$ cat src/rtl/fpu8_nan_gate.sv
// ============================================================================
// Module   : fpu8_nan_gate
// Brief    : Two-stage valid/ready FP8 (E5M2) operand intake that classifies
//            NaN operands and short-circuits them with a propagated quiet NaN.
// Revision : 1.0 - initial release
// ============================================================================
`default_nettype none

module fpu8_check_nan (
    input  logic [7:0] i_x,
    output logic       o_is_nan,
    output logic       o_qs_nan
);
    // E5M2: all-ones exponent with a non-zero mantissa; mantissa MSB marks quiet
    assign o_is_nan = (i_x[6:2] == 5'h1f) && (i_x[1:0] != 2'b00);
    assign o_qs_nan = i_x[1];
endmodule

module fpu8_nan_gate #(
    parameter int OPW   = 2,
    parameter int CNT_W = 8
) (
    input  logic             clk,
    input  logic             rst,
    input  logic             in_valid,
    output logic             in_ready,
    input  logic [7:0]       in_a,
    input  logic [7:0]       in_b,
    input  logic [OPW-1:0]   in_op,
    output logic             out_valid,
    input  logic             out_ready,
    output logic [7:0]       out_a,
    output logic [7:0]       out_b,
    output logic [OPW-1:0]   out_op,
    output logic             out_bypass,
    output logic [7:0]       out_result,
    output logic             out_inv,
    input  logic             clr_flags,
    output logic             sticky_inv,
    output logic [CNT_W-1:0] nan_cnt
);
    localparam logic [CNT_W-1:0] C_CNT_MAX = '1;
    localparam logic [7:0]       C_QUIET   = 8'h02;

    logic w_nan_a, w_qs_a, w_nan_b, w_qs_b;

    fpu8_check_nan u_check_a (.i_x(in_a), .o_is_nan(w_nan_a), .o_qs_nan(w_qs_a));
    fpu8_check_nan u_check_b (.i_x(in_b), .o_is_nan(w_nan_b), .o_qs_nan(w_qs_b));

    logic             s1_valid_q, s1_valid_d;
    logic [7:0]       s1_a_q, s1_a_d, s1_b_q, s1_b_d;
    logic [OPW-1:0]   s1_op_q, s1_op_d;
    logic             s1_nan_a_q, s1_nan_a_d, s1_qs_a_q, s1_qs_a_d;
    logic             s1_nan_b_q, s1_nan_b_d, s1_qs_b_q, s1_qs_b_d;

    logic             out_valid_q, out_valid_d;
    logic [7:0]       out_a_q, out_a_d, out_b_q, out_b_d;
    logic [OPW-1:0]   out_op_q, out_op_d;
    logic             out_bypass_q, out_bypass_d;
    logic [7:0]       out_result_q, out_result_d;
    logic             out_inv_q, out_inv_d;
    logic             sticky_inv_q, sticky_inv_d;
    logic [CNT_W-1:0] nan_cnt_q, nan_cnt_d;

    logic w_s2_adv, w_s1_adv, w_in_xfer, w_out_xfer;
    logic w_snan_a, w_snan_b;
    logic [CNT_W-1:0] w_cnt_base;

    assign w_s2_adv   = !out_valid_q || out_ready;
    assign w_s1_adv   = s1_valid_q && w_s2_adv;
    assign in_ready   = !s1_valid_q || w_s2_adv;
    assign w_in_xfer  = in_valid && in_ready;
    assign w_out_xfer = out_valid_q && out_ready;

    assign w_snan_a = s1_nan_a_q && !s1_qs_a_q;
    assign w_snan_b = s1_nan_b_q && !s1_qs_b_q;

    always_comb begin
        s1_valid_d = s1_valid_q;
        s1_a_d     = s1_a_q;
        s1_b_d     = s1_b_q;
        s1_op_d    = s1_op_q;
        s1_nan_a_d = s1_nan_a_q;
        s1_qs_a_d  = s1_qs_a_q;
        s1_nan_b_d = s1_nan_b_q;
        s1_qs_b_d  = s1_qs_b_q;

        if (w_in_xfer) begin
            s1_valid_d = 1'b1;
            s1_a_d     = in_a;
            s1_b_d     = in_b;
            s1_op_d    = in_op;
            s1_nan_a_d = w_nan_a;
            s1_qs_a_d  = w_qs_a;
            s1_nan_b_d = w_nan_b;
            s1_qs_b_d  = w_qs_b;
        end else if (w_s1_adv) begin
            s1_valid_d = 1'b0;
        end
    end

    always_comb begin
        out_valid_d  = out_valid_q;
        out_a_d      = out_a_q;
        out_b_d      = out_b_q;
        out_op_d     = out_op_q;
        out_bypass_d = out_bypass_q;
        out_result_d = out_result_q;
        out_inv_d    = out_inv_q;

        if (w_s2_adv) begin
            out_valid_d = s1_valid_q;
        end
        if (w_s1_adv) begin
            out_a_d      = s1_a_q;
            out_b_d      = s1_b_q;
            out_op_d     = s1_op_q;
            out_bypass_d = s1_nan_a_q || s1_nan_b_q;
            out_inv_d    = w_snan_a || w_snan_b;
            // Signalling operands win over quiet ones, A over B
            if (w_snan_a) begin
                out_result_d = s1_a_q | C_QUIET;
            end else if (w_snan_b) begin
                out_result_d = s1_b_q | C_QUIET;
            end else if (s1_nan_a_q) begin
                out_result_d = s1_a_q;
            end else if (s1_nan_b_q) begin
                out_result_d = s1_b_q;
            end else begin
                out_result_d = 8'h00;
            end
        end
    end

    // Clear is applied before the coinciding transfer's contribution
    always_comb begin
        w_cnt_base   = clr_flags ? '0 : nan_cnt_q;
        sticky_inv_d = (clr_flags ? 1'b0 : sticky_inv_q) || (w_out_xfer && out_inv_q);
        nan_cnt_d    = w_cnt_base;
        if (w_out_xfer && out_bypass_q && (w_cnt_base != C_CNT_MAX)) begin
            nan_cnt_d = w_cnt_base + 1'b1;
        end
    end

    always_ff @(posedge clk) begin
        if (rst) begin
            s1_valid_q   <= 1'b0;
            s1_a_q       <= 8'h00;
            s1_b_q       <= 8'h00;
            s1_op_q      <= '0;
            s1_nan_a_q   <= 1'b0;
            s1_qs_a_q    <= 1'b0;
            s1_nan_b_q   <= 1'b0;
            s1_qs_b_q    <= 1'b0;
            out_valid_q  <= 1'b0;
            out_a_q      <= 8'h00;
            out_b_q      <= 8'h00;
            out_op_q     <= '0;
            out_bypass_q <= 1'b0;
            out_result_q <= 8'h00;
            out_inv_q    <= 1'b0;
            sticky_inv_q <= 1'b0;
            nan_cnt_q    <= '0;
        end else begin
            s1_valid_q   <= s1_valid_d;
            s1_a_q       <= s1_a_d;
            s1_b_q       <= s1_b_d;
            s1_op_q      <= s1_op_d;
            s1_nan_a_q   <= s1_nan_a_d;
            s1_qs_a_q    <= s1_qs_a_d;
            s1_nan_b_q   <= s1_nan_b_d;
            s1_qs_b_q    <= s1_qs_b_d;
            out_valid_q  <= out_valid_d;
            out_a_q      <= out_a_d;
            out_b_q      <= out_b_d;
            out_op_q     <= out_op_d;
            out_bypass_q <= out_bypass_d;
            out_result_q <= out_result_d;
            out_inv_q    <= out_inv_d;
            sticky_inv_q <= sticky_inv_d;
            nan_cnt_q    <= nan_cnt_d;
        end
    end

    assign out_valid  = out_valid_q;
    assign out_a      = out_a_q;
    assign out_b      = out_b_q;
    assign out_op     = out_op_q;
    assign out_bypass = out_bypass_q;
    assign out_result = out_result_q;
    assign out_inv    = out_inv_q;
    assign sticky_inv = sticky_inv_q;
    assign nan_cnt    = nan_cnt_q;

endmodule

`default_nettype wire

$ cat config.mk
export PLATFORM = sky130hd
export DESIGN_NAME = fpu8_nan_gate
export DESIGN_NICKNAME = d
export VERILOG_FILES = /design/src/rtl/fpu8_nan_gate.sv
export SDC_FILE = /design/constraint.sdc
export NUM_CORES = 1
export LEC_CHECK = 0
export ABC_CLOCK_PERIOD_IN_PS = 2500
export BUFFER_PORTS_ARGS = -buffer_cell sky130_fd_sc_hd__buf_2
export CAP_MARGIN = 15
export CORE_MARGIN = 2
export CORE_UTILIZATION = 56
export CTS_CLUSTER_DIAMETER = 100
export DETAILED_ROUTE_END_ITERATION = 6
export HOLD_SLACK_MARGIN = 0.08
export PLACE_DENSITY = 0.8
export SLEW_MARGIN = 0
export SYNTH_ARGS = -nofsm -noshare
export SYNTH_HDL_FRONTEND = slang
export SYNTH_SLANG_ARGS = --single-unit
$ cat constraint.sdc
create_clock -name clk -period 2.5 [get_ports clk]
set_input_delay 0.375 -clock clk [delete_from_list [all_inputs] [get_ports clk]]
set_output_delay 0.375 -clock clk [all_outputs]
set_load 0.005 [all_outputs]
* Word level (Yosys, flattened, before mapping)
Index checks and enable logic that the tools add are counted.
** Operators by class
- $add $sub $neg :: 1
- Eq/ne operators :: 3
- Mux-type cells :: 9
- Reduce and logical (&&, ||, !) cells :: 22
** Operators by type and width (count)
- two-way mux 8 bit :: 6
- equality test 5 bit (second input constant) :: 2
- logical AND 1 bit :: 10
- adder 8 x 1 -> 8 bit (second input constant) :: 1
- != test 8 bit (second input constant) :: 1
- nonzero test 2 bit :: 3
- logical OR 1 bit :: 5
- zero test 1 bit :: 4
- two-way mux 1 bit :: 3
** Word-level totals
- Flip-flop bits (word level) :: 61
- Logic and storage cells :: 52

* Depth between registers and ports, before layout
Gate-level depths: netlist of run 1.
- Word-level depth :: 5
- Gate-level depth with buffers :: 5
- Gate-level depth less buffers :: 4

* Modules after synthesis
Synthesis of run 1 repeated with hierarchy kept, for this count alone.
** Second synthesis, totals
- Cell total of the unflattened synthesis :: 295
- Area total of the unflattened synthesis :: 2359.8 sq um
** By module, submodules not included
- fpu8_nan_gate :: instances 1, cells an instance 287, area an instance 2314.7 sq um
- fpu8_check_nan :: instances 2, cells an instance 4, area an instance 22.5 sq um

* Least setup slack after synthesis of run 1
No wires, ideal clock.
- Kind :: input to register
- From :: input port in_valid
- To :: register s1_nan_a_q
- Setup time :: 0.070 ns
- Arrival time :: 1.246 ns
- Required time :: 2.430 ns
- Setup slack :: 1.184 ns
- Stages on the path :: 4
- Cells stage by stage :: buf_2 > inv_1 > or4_1 > a21oi_1
** Between the ends
- Word-level cells in the longest chain between the ends :: 1
** Ends and longest elaborated chain
- from (decl) :: RTL line 25 : input logic in_valid,
- logical AND 1 bit :: RTL line 72 : assign w_in_xfer = in_valid && in_ready;
- to (signal assigned) :: RTL line 169 : s1_nan_a_q <= s1_nan_a_d;
- to (decl) :: RTL line 53 : logic s1_nan_a_q, s1_nan_a_d, s1_qs_a_q, s1_qs_a_d;
Every way passes these cells.
A chain may end at the register's enable or synchronous reset.

* Worst setup path in the final report of run 1
- From :: register out_valid_q, in the netlist out_valid
- To :: output port in_ready
** Between the ends
- Word-level cells in the longest chain between the ends :: 3
** Ends and longest elaborated chain
- from (decl) :: RTL line 56 : logic out_valid_q, out_valid_d;
- from (signal assigned) :: RTL line 173 : out_valid_q <= out_valid_d;
- zero test 1 bit :: RTL line 69 : assign w_s2_adv = !out_valid_q || out_ready;
- logical OR 1 bit :: RTL line 69
- logical OR 1 bit :: RTL line 71 : assign in_ready = !s1_valid_q || w_s2_adv;
- to (decl) :: RTL line 26 : output logic in_ready,
Every way passes these cells.

==> metrics.yaml, run 1 <==
yosys-top-cells-count: "dfxtp_1 (59), a21oi_1 (49), nand3_1 (46)"
area_growth_pct: 16.4
r2r_slack_ns: 0.71
synth_edf_count: 0
hpwl_mm: 4.24
synth_cells: 305
crit_family: "buffers and inverters"
first_global_vias: 2197
ctsHoldBuffers: 0
ant_nets: 0
synth_xor_area_frac: 0
fmax_mhz: 490
grt_overflow: 0
synth_compound_area_frac: 0.263
timing.rr.end: "out_result[3]"
syn_area_mm2: 0.00251
yosysTopAreaCell: "dfxtp_1"
syn-num-nets: 328
worstPathArrival_ns: 1.67
power_frac_comb: 0.083
core_mm2: 0.00432
drt_iter0_markers: 259
initial_utilization: 0.581
drv_slew: 0
synth_top_family_by_area: "compound AO/OA/AOI/OAI gates"
synth_top_area_share: 0.470
cp_slowest_stage_delay_ns: 0.43
setup_tns_ns: 0
path_buf_inv: 2
power_density_mw_per_mm2: 629
avgSynthCellArea_um2: 8.24
cp_slowest_cell: "dfxtp_1"
placement.io_buffers: 61
fin_nets: 373
crit_chain: "and3b_4, inv_1, buf_2"
p_sw_frac: 0.243
drive_gt1_frac: 0.229
dpl_worst_slack_ns: 0.659
cts_inserted_buffers: 9
p_leak_uw: 0.00113
finalHoldViolations: 0
synth_fa_ha_area_frac: 0
start_kind: "register"
synth-seq-cells: 59
r2r_cells: 4
cap_violations: 0
hp-class: "input pin to register"
cts_tree: "yes"
switchingPower_uw: 447
setup_ws_ns: 0.459
yosysWarnings: 0
grt_antenna_before_repair: 0
p_int_uw: 1390
die_y_um: 71.0
drc: 0
rr_startpoint: "s1_valid_q"
pwr-share-clk: 0.372
hold_path_depth: 3
finalSetupViolations: 0
firstDrtPassIters: 4
ioPinCount: 62
dieWidth_um: 71.0
synth.area.top_cells: "dfxtp_1 (47%), a21oi_1 (9.8%), nand3_1 (9.2%)"
path_class: "register to output pin"
met3_length_um: 419
htreeDepth: 3
muxShareOfSynthArea: 0.0199
min_period_over_period: 0.817
async_reset_ff_frac: 0
cts.repair.resized: 0
cp_max_fo: 23
route.vias.total: 2435
grt_max_degree: 33
synthSimpleGateAreaFrac: 0.184
vias_per_cell: 6.06
yosys_most_used_dff: "dfxtp_1"
grt_pass1_wl_mm: 10.1
wl_met2_mm: 2.86
clock_latency_ns: 0.34
grt_use_total: 0.256
ir_drop_uv: 336
clockRootBuffer: "clkbuf_8"
skew_ns: 0.00613
post_drt_wl_per_cell_um: 15.5
core.rowCount: 24
tightest_slew_ns: 0.617
drt_wl_total_mm: 6.25
gp_congestion: 0.866
numClockSinks: 59
rsz0062_at_grt: "false"
cp.required_ns: 2.12
synth_seq_area_share: 0.470
clk_pin_slew_ns: 0.06
yosysUniqueCellTypes: 31
period_minus_slack_ns: 2.04
status: "completed"
dieArea_mm2: 0.00504
cts_buffer_depth: 2
cts_setup_buffers: 0
n_antenna_cell: 0
endpoint_kind: "output pin"
seqPwrFrac: 0.545
whs_endpoint: "s1_b_q[7]"
drt-met1-wl_mm: 2.86
hp-start: "in_b[7]"
maxUsedRoutingLayer: "met4"
relSlewSlack: 0.588
yosysMostFrequentCell: "dfxtp_1"
crit_cells: 3
==> power groups by stage <==
stage,clock (uW),combinational [uW],sequential (uW)
after floorplan,0,93.9,1020
after global placement,0,149,1020
after detailed placement,0,151,1020
after CTS,694,152,1000
after global routing,727,170,1010
final,684,153,1000
==> worst min-delay path, delay by kind of cell <==
kind / cells / cell delay (ns)
AOI/OAI and AO/OA: 1 / 0.05
buffers and inverters: 1 / 0.10
and+or+nand+nor: 1 / 0.06
==> placed cells by master, fill, tap and decap left out, types with 2 or more instances in the layout <==
cell       n
a21oi_1   49
mux2i_1    5
nand2_1   13
o21a_1     2
clkbuf_8  10
nand2b_1   4
nand4_1    4
o21ai_0   43
a311oi_1  11
dfxtp_1   59
or4_1      2
buf_2     61
nor2_1     3
nand3_1   46
a21o_1     7
inv_1      7
nor4_1     2
a31oi_1    3
or3_1      3
buf_4      4
==> logic make-up after synthesis <==
kind of cell / after synthesis
AOI/OAI and AO/OA: 117
and+or+nand+nor: 86
DFF: 59
buffers and inverters: 38
muxes: 5
==> how the worst max path moves through the flow <==
stage	endpoint	from	slack [ns]
floorplan	s1_nan_a_q	in_valid	1.18
global placement	in_ready	out_ready	0.69
detailed placement	in_ready	out_ready	0.66
CTS	in_ready	out_valid	0.47
global route	in_ready	out_valid	0.35
finish	in_ready	out_valid	0.46
==> layout make-up <==
class | count | area, um2
Fill cell | 376 | 1400
Sequential cell | 59 | 1180
Multi-Input combinational cell | 208 | 1170
Timing Repair Buffer | 65 | 335
Clock buffer | 10 | 138
Tap cell | 52 | 65.1
Inverter | 7 | 26.3
Clock inverter | 1 | 5.00
==> metal layers <==
layer,up-vias,GRT usage
met2,97,0.379
met3,13,0.0655
met4,0,0.132
li1,1204,-
met1,1121,0.346
met5,-,0
==> sequential cells by signal (all words and copies together) (netlist names) <==
| signal | flops |
|---|---|
| nan_cnt | 8 |
| s1_op_q | 2 |
| out_op | 2 |
| out_b | 8 |
| out_a | 8 |
| s1_nan_a_q | 1 |
| s1_b_q | 8 |
| out_bypass | 1 |
| s1_valid_q | 1 |
| out_result | 8 |
| out_inv | 1 |
| sticky_inv | 1 |
| out_valid | 1 |
| s1_nan_b_q | 1 |
| s1_a_q | 8 |
==> stage by stage <==
stage,hold slack [ns],area [um2],total power [uW],cells,utilization
2_1_floorplan,0.440,2510,1110,305,-
3_3_place_gp,0.447,2780,1170,391,0.643
3_5_place_dp,0.456,2780,1170,391,0.643
4_1_cts,0.289,2920,1850,402,0.676
5_1_grt,0.304,2920,1900,402,0.676
6_report,0.295,2920,1840,402,0.676
(Power assumes the default switching activity.)
==> run 2: changes to the inputs <==
--- a/config.mk
+++ b/config.mk
@@ -5,15 +5,15 @@
 export SDC_FILE = /design/constraint.sdc
 export NUM_CORES = 1
 export LEC_CHECK = 0
-export ABC_CLOCK_PERIOD_IN_PS = 2500
+export ABC_CLOCK_PERIOD_IN_PS = 1800
 export BUFFER_PORTS_ARGS = -buffer_cell sky130_fd_sc_hd__buf_2
 export CAP_MARGIN = 15
 export CORE_MARGIN = 2
-export CORE_UTILIZATION = 56
+export CORE_UTILIZATION = 47
 export CTS_CLUSTER_DIAMETER = 100
 export DETAILED_ROUTE_END_ITERATION = 6
 export HOLD_SLACK_MARGIN = 0.08
-export PLACE_DENSITY = 0.8
+export PLACE_DENSITY = 0.72
 export SLEW_MARGIN = 0
 export SYNTH_ARGS = -nofsm -noshare
 export SYNTH_HDL_FRONTEND = slang
==> constraint.sdc (replaced) <==
create_clock -name clk -period 1.8 [get_ports clk]
set_input_delay 0.27 -clock clk [delete_from_list [all_inputs] [get_ports clk]]
set_output_delay 0.27 -clock clk [all_outputs]
set_load 0.005 [all_outputs]
==> metrics.yaml, run 2 (synthesis results as in run 1) <==
seqPwrFrac: 0.501  # -0.044
regArea_mm2: 0.00118  # unchanged
hp-start: "in_op[0]"
relSlewSlack: 0.552  # -0.0356
drc: 0  # unchanged
hold_ws_ns: 0.187  # -0.108 ns
finalSetupViolations: 0  # unchanged
power_density_mw_per_mm2: 913  # +45%
dpl_worst_slack_ns: 0.218  # -0.442 ns
grt_antenna_before_repair: 0  # unchanged
finalHoldViolations: 0  # unchanged
cap_violations: 0  # unchanged
tightest_slew_ns: 0.671  # +0.0540 ns
min_period_over_period: 0.908
ctsHoldBuffers: 0  # unchanged
route.vias.total: 2507  # +3.0%
cts_buffer_depth: 2  # unchanged
htreeDepth: 3  # unchanged
cts_inserted_buffers: 9  # unchanged
drt_iter0_markers: 204  # -21%
drive_gt1_frac: 0.257  # +0.0283
numClockSinks: 59  # unchanged
grt_max_degree: 36  # +9.1%
rsz0062_at_grt: "false"
switchingPower_uw: 710  # +59%
n_antenna_cell: 0  # unchanged
post_drt_wl_per_cell_um: 15.4  # -1.0%
p_leak_uw: 0.00118  # +4.2%
skew_ns: 0.00396  # -0.00216 ns
initial_utilization: 0.489  # -0.0922
period_minus_slack_ns: 1.64
firstDrtPassIters: 4  # unchanged
grt_pass1_wl_mm: 11.0  # +9.3%
ant_nets: 0  # unchanged
setup_ws_ns: 0.165  # -0.294 ns
cts_tree: "yes"
clk_pin_slew_ns: 0.07  # about the same
power_frac_comb: 0.079  # -0.004
ioPinCount: 62  # unchanged
nFillCells: 523  # +39%
hpwl_mm: 4.47  # +5.3%
hold_path_depth: 3  # unchanged
r2r_cells: 4  # unchanged
start_kind: "register"
hp-class: "input pin to register"
grt_use_total: 0.233  # -0.0227
final_common_cell: "buf_2"
fin_nets: 380  # +1.9%
drv_slew: 0  # unchanged
dieWidth_um: 77.1  # +8.6%
drt_wl_total_mm: 6.64  # +6.4%
die_y_um: 77.1  # +8.6%
timing.rr.end: "s1_nan_b_q"
whs_endpoint: "s1_op_q[0]"
clock_latency_ns: 0.33  # about the same
cp_max_fo: 10  # -57%
placement.io_buffers: 61  # unchanged
fmax_mhz: 612
p_sw_frac: 0.255  # +0.0117
path_class: "register to output pin"
cp.required_ns: 1.53  # -0.59 ns
vias_per_cell: 5.80  # -4.2%
r2r_slack_ns: 0.28  # -0.43 ns
setup_tns_ns: 0  # unchanged
pwr-share-clk: 0.420  # +0.048
endpoint_kind: "output pin"
rr_startpoint: "out_valid"
core.rowCount: 26  # +8.3%
layout_common_cells: "buf_2 (61), dfxtp_1 (59), a21oi_1 (49), nand3_1 (46), o21ai_0 (43)"
area_growth_pct: 21.4
p_int_uw: 2080  # +49%
clockRootBuffer: "clkbuf_8"
worstPathArrival_ns: 1.37  # -0.30 ns
dieArea_mm2: 0.00595  # +18%
status: "completed"
gp_congestion: 0.804  # -7.2%
multi_input_area_mm2: 0.00117  # unchanged
ir_drop_uv: 431  # +28%
grt_overflow: 0  # unchanged
core_mm2: 0.00514  # +19%
first_global_vias: 2260  # +2.9%
p_total_uw: 2790  # +51%
## run 2: metal layers
layer  global-route usage  wire length, um  vias up
li1                     -                -     1219
met1                0.334             3280     1191
met2                0.337             2880       89
met3               0.0412              402        8
met4                0.118               81        0
met5                    0                0        -
## run 2: timing repair
item	4_1_cts	5_1_grt
endpoints found under the setup margin	1	1
setup buffers	0	2
gates cloned	1	0
pin swaps	0	0
resized for setup	1	0
## run 2: through the flow
| step | utilization | cell area (um2) | cells |
|---|---|---|---|
| floorplan | - | 2510 | 305 |
| global placement | 0.551 | 2830 | 413 |
| detailed placement | 0.551 | 2830 | 413 |
| CTS | 0.591 | 3040 | 430 |
| global route | 0.593 | 3050 | 432 |
| finish | 0.593 | 3050 | 432 |
## run 2: final cells by class
class	count	share of cell area
inverters	7	0.00984
clock inverters	7	0.0226
repair inverters	1	0.00164
multi-input cells	208	0.385
well taps	70	0.0287
repair buffers	71	0.125
flip-flops and latches	59	0.387
clock buffers	9	0.0406
## run 2: power by group through the flow
stage,clock [uW],sequential [uW],combinational (uW)
detailed placement,0,1420,218
CTS,1190,1390,220
global placement,0,1420,214
finish,1170,1400,221
floorplan,0,1410,130
global route,1240,1400,247
## run 2: how the worst max path moves through the flow
stage              start    endpoint  slack [ns]  cells after the start
4_1_cts        out_valid    in_ready        0.02                      3
6_report       out_valid    in_ready        0.16                      3
3_3_place_gp   out_ready    out_b[6]        0.28                      5
3_5_place_dp   out_ready    out_b[6]        0.22                      5
2_1_floorplan  out_valid  s1_nan_a_q        0.57                      3
5_1_grt        out_valid    in_ready        0.11                      3
## run 2: critical path, cell delays in order (launching register included)
cell        delay (ns)
dfxtp_1           0.42
and3b_4           0.32
clkinvlp_4        0.15
buf_2             0.14
==> run 3: changes to the inputs <==
--- a/config.mk
+++ b/config.mk
@@ -14,6 +14,7 @@
 export DETAILED_ROUTE_END_ITERATION = 6
 export HOLD_SLACK_MARGIN = 0.08
 export PLACE_DENSITY = 0.72
+export RECOVER_POWER = 100
 export SLEW_MARGIN = 0
 export SYNTH_ARGS = -nofsm -noshare
 export SYNTH_HDL_FRONTEND = slang
==> metrics.yaml, run 3 (synthesis results as in run 1) <==
period_minus_slack_ns: 1.63  # -0.00944 ns
core.rowCount: 26  # unchanged
placement.io_buffers: 61  # unchanged
grt_overflow: 0  # unchanged
numClockSinks: 59  # unchanged
cap_violations: 0  # unchanged
relSlewSlack: 0.549  # -0.00374
finalSetupViolations: 0  # unchanged
core_mm2: 0.00514  # unchanged
area_growth_pct: 20.2
power_density_mw_per_mm2: 921  # +0.79%
vias_per_cell: 5.83  # +0.52%
endpoint_kind: "output pin"
hp-class: "input pin to register"
grt_antenna_before_repair: 0  # unchanged
layout_common_cells: "dfxtp_1 (59), a21oi_1 (49), buf_2 (48), nand3_1 (46), o21ai_0 (43)"
fmax_mhz: 615  # +0.58%
ioPinCount: 62  # unchanged
hpwl_mm: 4.47  # unchanged
drv_slew: 0  # unchanged
setup_tns_ns: 0  # unchanged
rsz0062_at_grt: "false"
drt_wl_total_mm: 6.60  # -0.62%
initial_utilization: 0.489  # unchanged
clk_pin_slew_ns: 0.07  # about the same
finalHoldViolations: 0  # unchanged
tightest_slew_ns: 0.677  # +0.00560 ns
p_leak_uw: 0.00112  # -5.3%
worstPathArrival_ns: 1.36  # about the same
clockRootBuffer: "clkbuf_8"
ctsHoldBuffers: 0  # unchanged
ir_drop_uv: 436  # +1.2%
cts_tree: "yes"
grt_pass1_wl_mm: 11.0  # unchanged
cp_max_fo: 10  # unchanged
n_antenna_cell: 0  # unchanged
grt_use_total: 0.233  # unchanged
final_common_cell: "dfxtp_1"
path_class: "register to output pin"
die_y_um: 77.1  # unchanged
cts_buffer_depth: 2  # unchanged
fin_util: 0.587  # -0.00609
cp.required_ns: 1.53  # about the same
status: "completed"
regArea_mm2: 0.00118  # unchanged
fin_nets: 380  # unchanged
drive_gt1_frac: 0.215  # -0.0414
skew_ns: 0.00504  # +0.00108 ns
nFillCells: 533  # +1.9%
cts_inserted_buffers: 9  # unchanged
start_kind: "register"
drc: 0  # unchanged
gp_congestion: 0.804  # unchanged
clock_latency_ns: 0.33  # about the same
route.vias.total: 2520  # +0.52%
firstDrtPassIters: 4  # unchanged
min_period_over_period: 0.903  # -0.00524
first_global_vias: 2260  # unchanged
dieWidth_um: 77.1  # unchanged
ant_nets: 0  # unchanged
grt_max_degree: 36  # unchanged
drt_iter0_markers: 251  # +23%
htreeDepth: 3  # unchanged
dieArea_mm2: 0.00595  # unchanged
multi_input_area_mm2: 0.00117  # unchanged
post_drt_wl_per_cell_um: 15.3  # -0.62%
## run 3: power by group
group | switching, uW | total [uW] | internal (uW)
clock | 535 | 1170 | 633
combinational | 132 | 216 | 84.2
sequential | 39.9 | 1400 | 1360
total | 707 | 2780 | 2070
## run 3: metal layers
| metal | vias to the layer above | share of wire | GRT usage |
|---|---|---|---|
| li1 | 1226 | - | - |
| met1 | 1174 | 0.48 | 0.334 |
| met5 | - | 0 | 0 |
| met4 | 0 | 0.019 | 0.118 |
| met3 | 14 | 0.081 | 0.0412 |
| met2 | 106 | 0.42 | 0.337 |
## run 3: cell type report
type,count,area share
inverter,7,0.00995
timing repair buffer,71,0.116
multi-input combinational,208,0.389
timing repair inverter,1,0.00166
sequential,59,0.391
clock buffer,9,0.0410
tap,70,0.0290
clock inverter,7,0.0228
## run 3: worst paths after layout
| check | slack (ns) | from | endpoint | depth (start not counted) |
|---|---|---|---|---|
| worst max register to register | 0.22 | out_valid | s1_nan_b_q | 4 |
| worst min register to register | 0.47 | out_a[7] | out_a[7] | 2 |
| worst max-delay path | 0.17 | out_valid | in_ready | 3 |
| worst min-delay path | 0.19 | in_op[0] | s1_op_q[0] | 3 |
## run 3: through the flow
stage / std cells / total power, uW / worst slack, ns / hold WS (ns) / area [um2]
2_1_floorplan: 305 / 1540 / 0.570 / 0.418 / 2510
3_3_place_gp: 413 / 1640 / 0.284 / 0.452 / 2830
3_5_place_dp: 413 / 1640 / 0.218 / 0.464 / 2830
4_1_cts: 430 / 2800 / 0.0214 / 0.173 / 3040
5_1_grt: 432 / 2890 / 0.0636 / 0.190 / 3020
6_report: 432 / 2780 / 0.174 / 0.188 / 3020
## run 3: worst max-delay path, cell delays in order (launching register included)
cell and delay, ns:
dfxtp_1 0.42, and3b_4 0.32, clkinvlp_4 0.14, buf_2 0.14
## run 3: what timing repair did
action	CTS	global route
gates resized for setup	1	0
buffers inserted	0	2
setup endpoints to repair	1	1
cloned	1	0
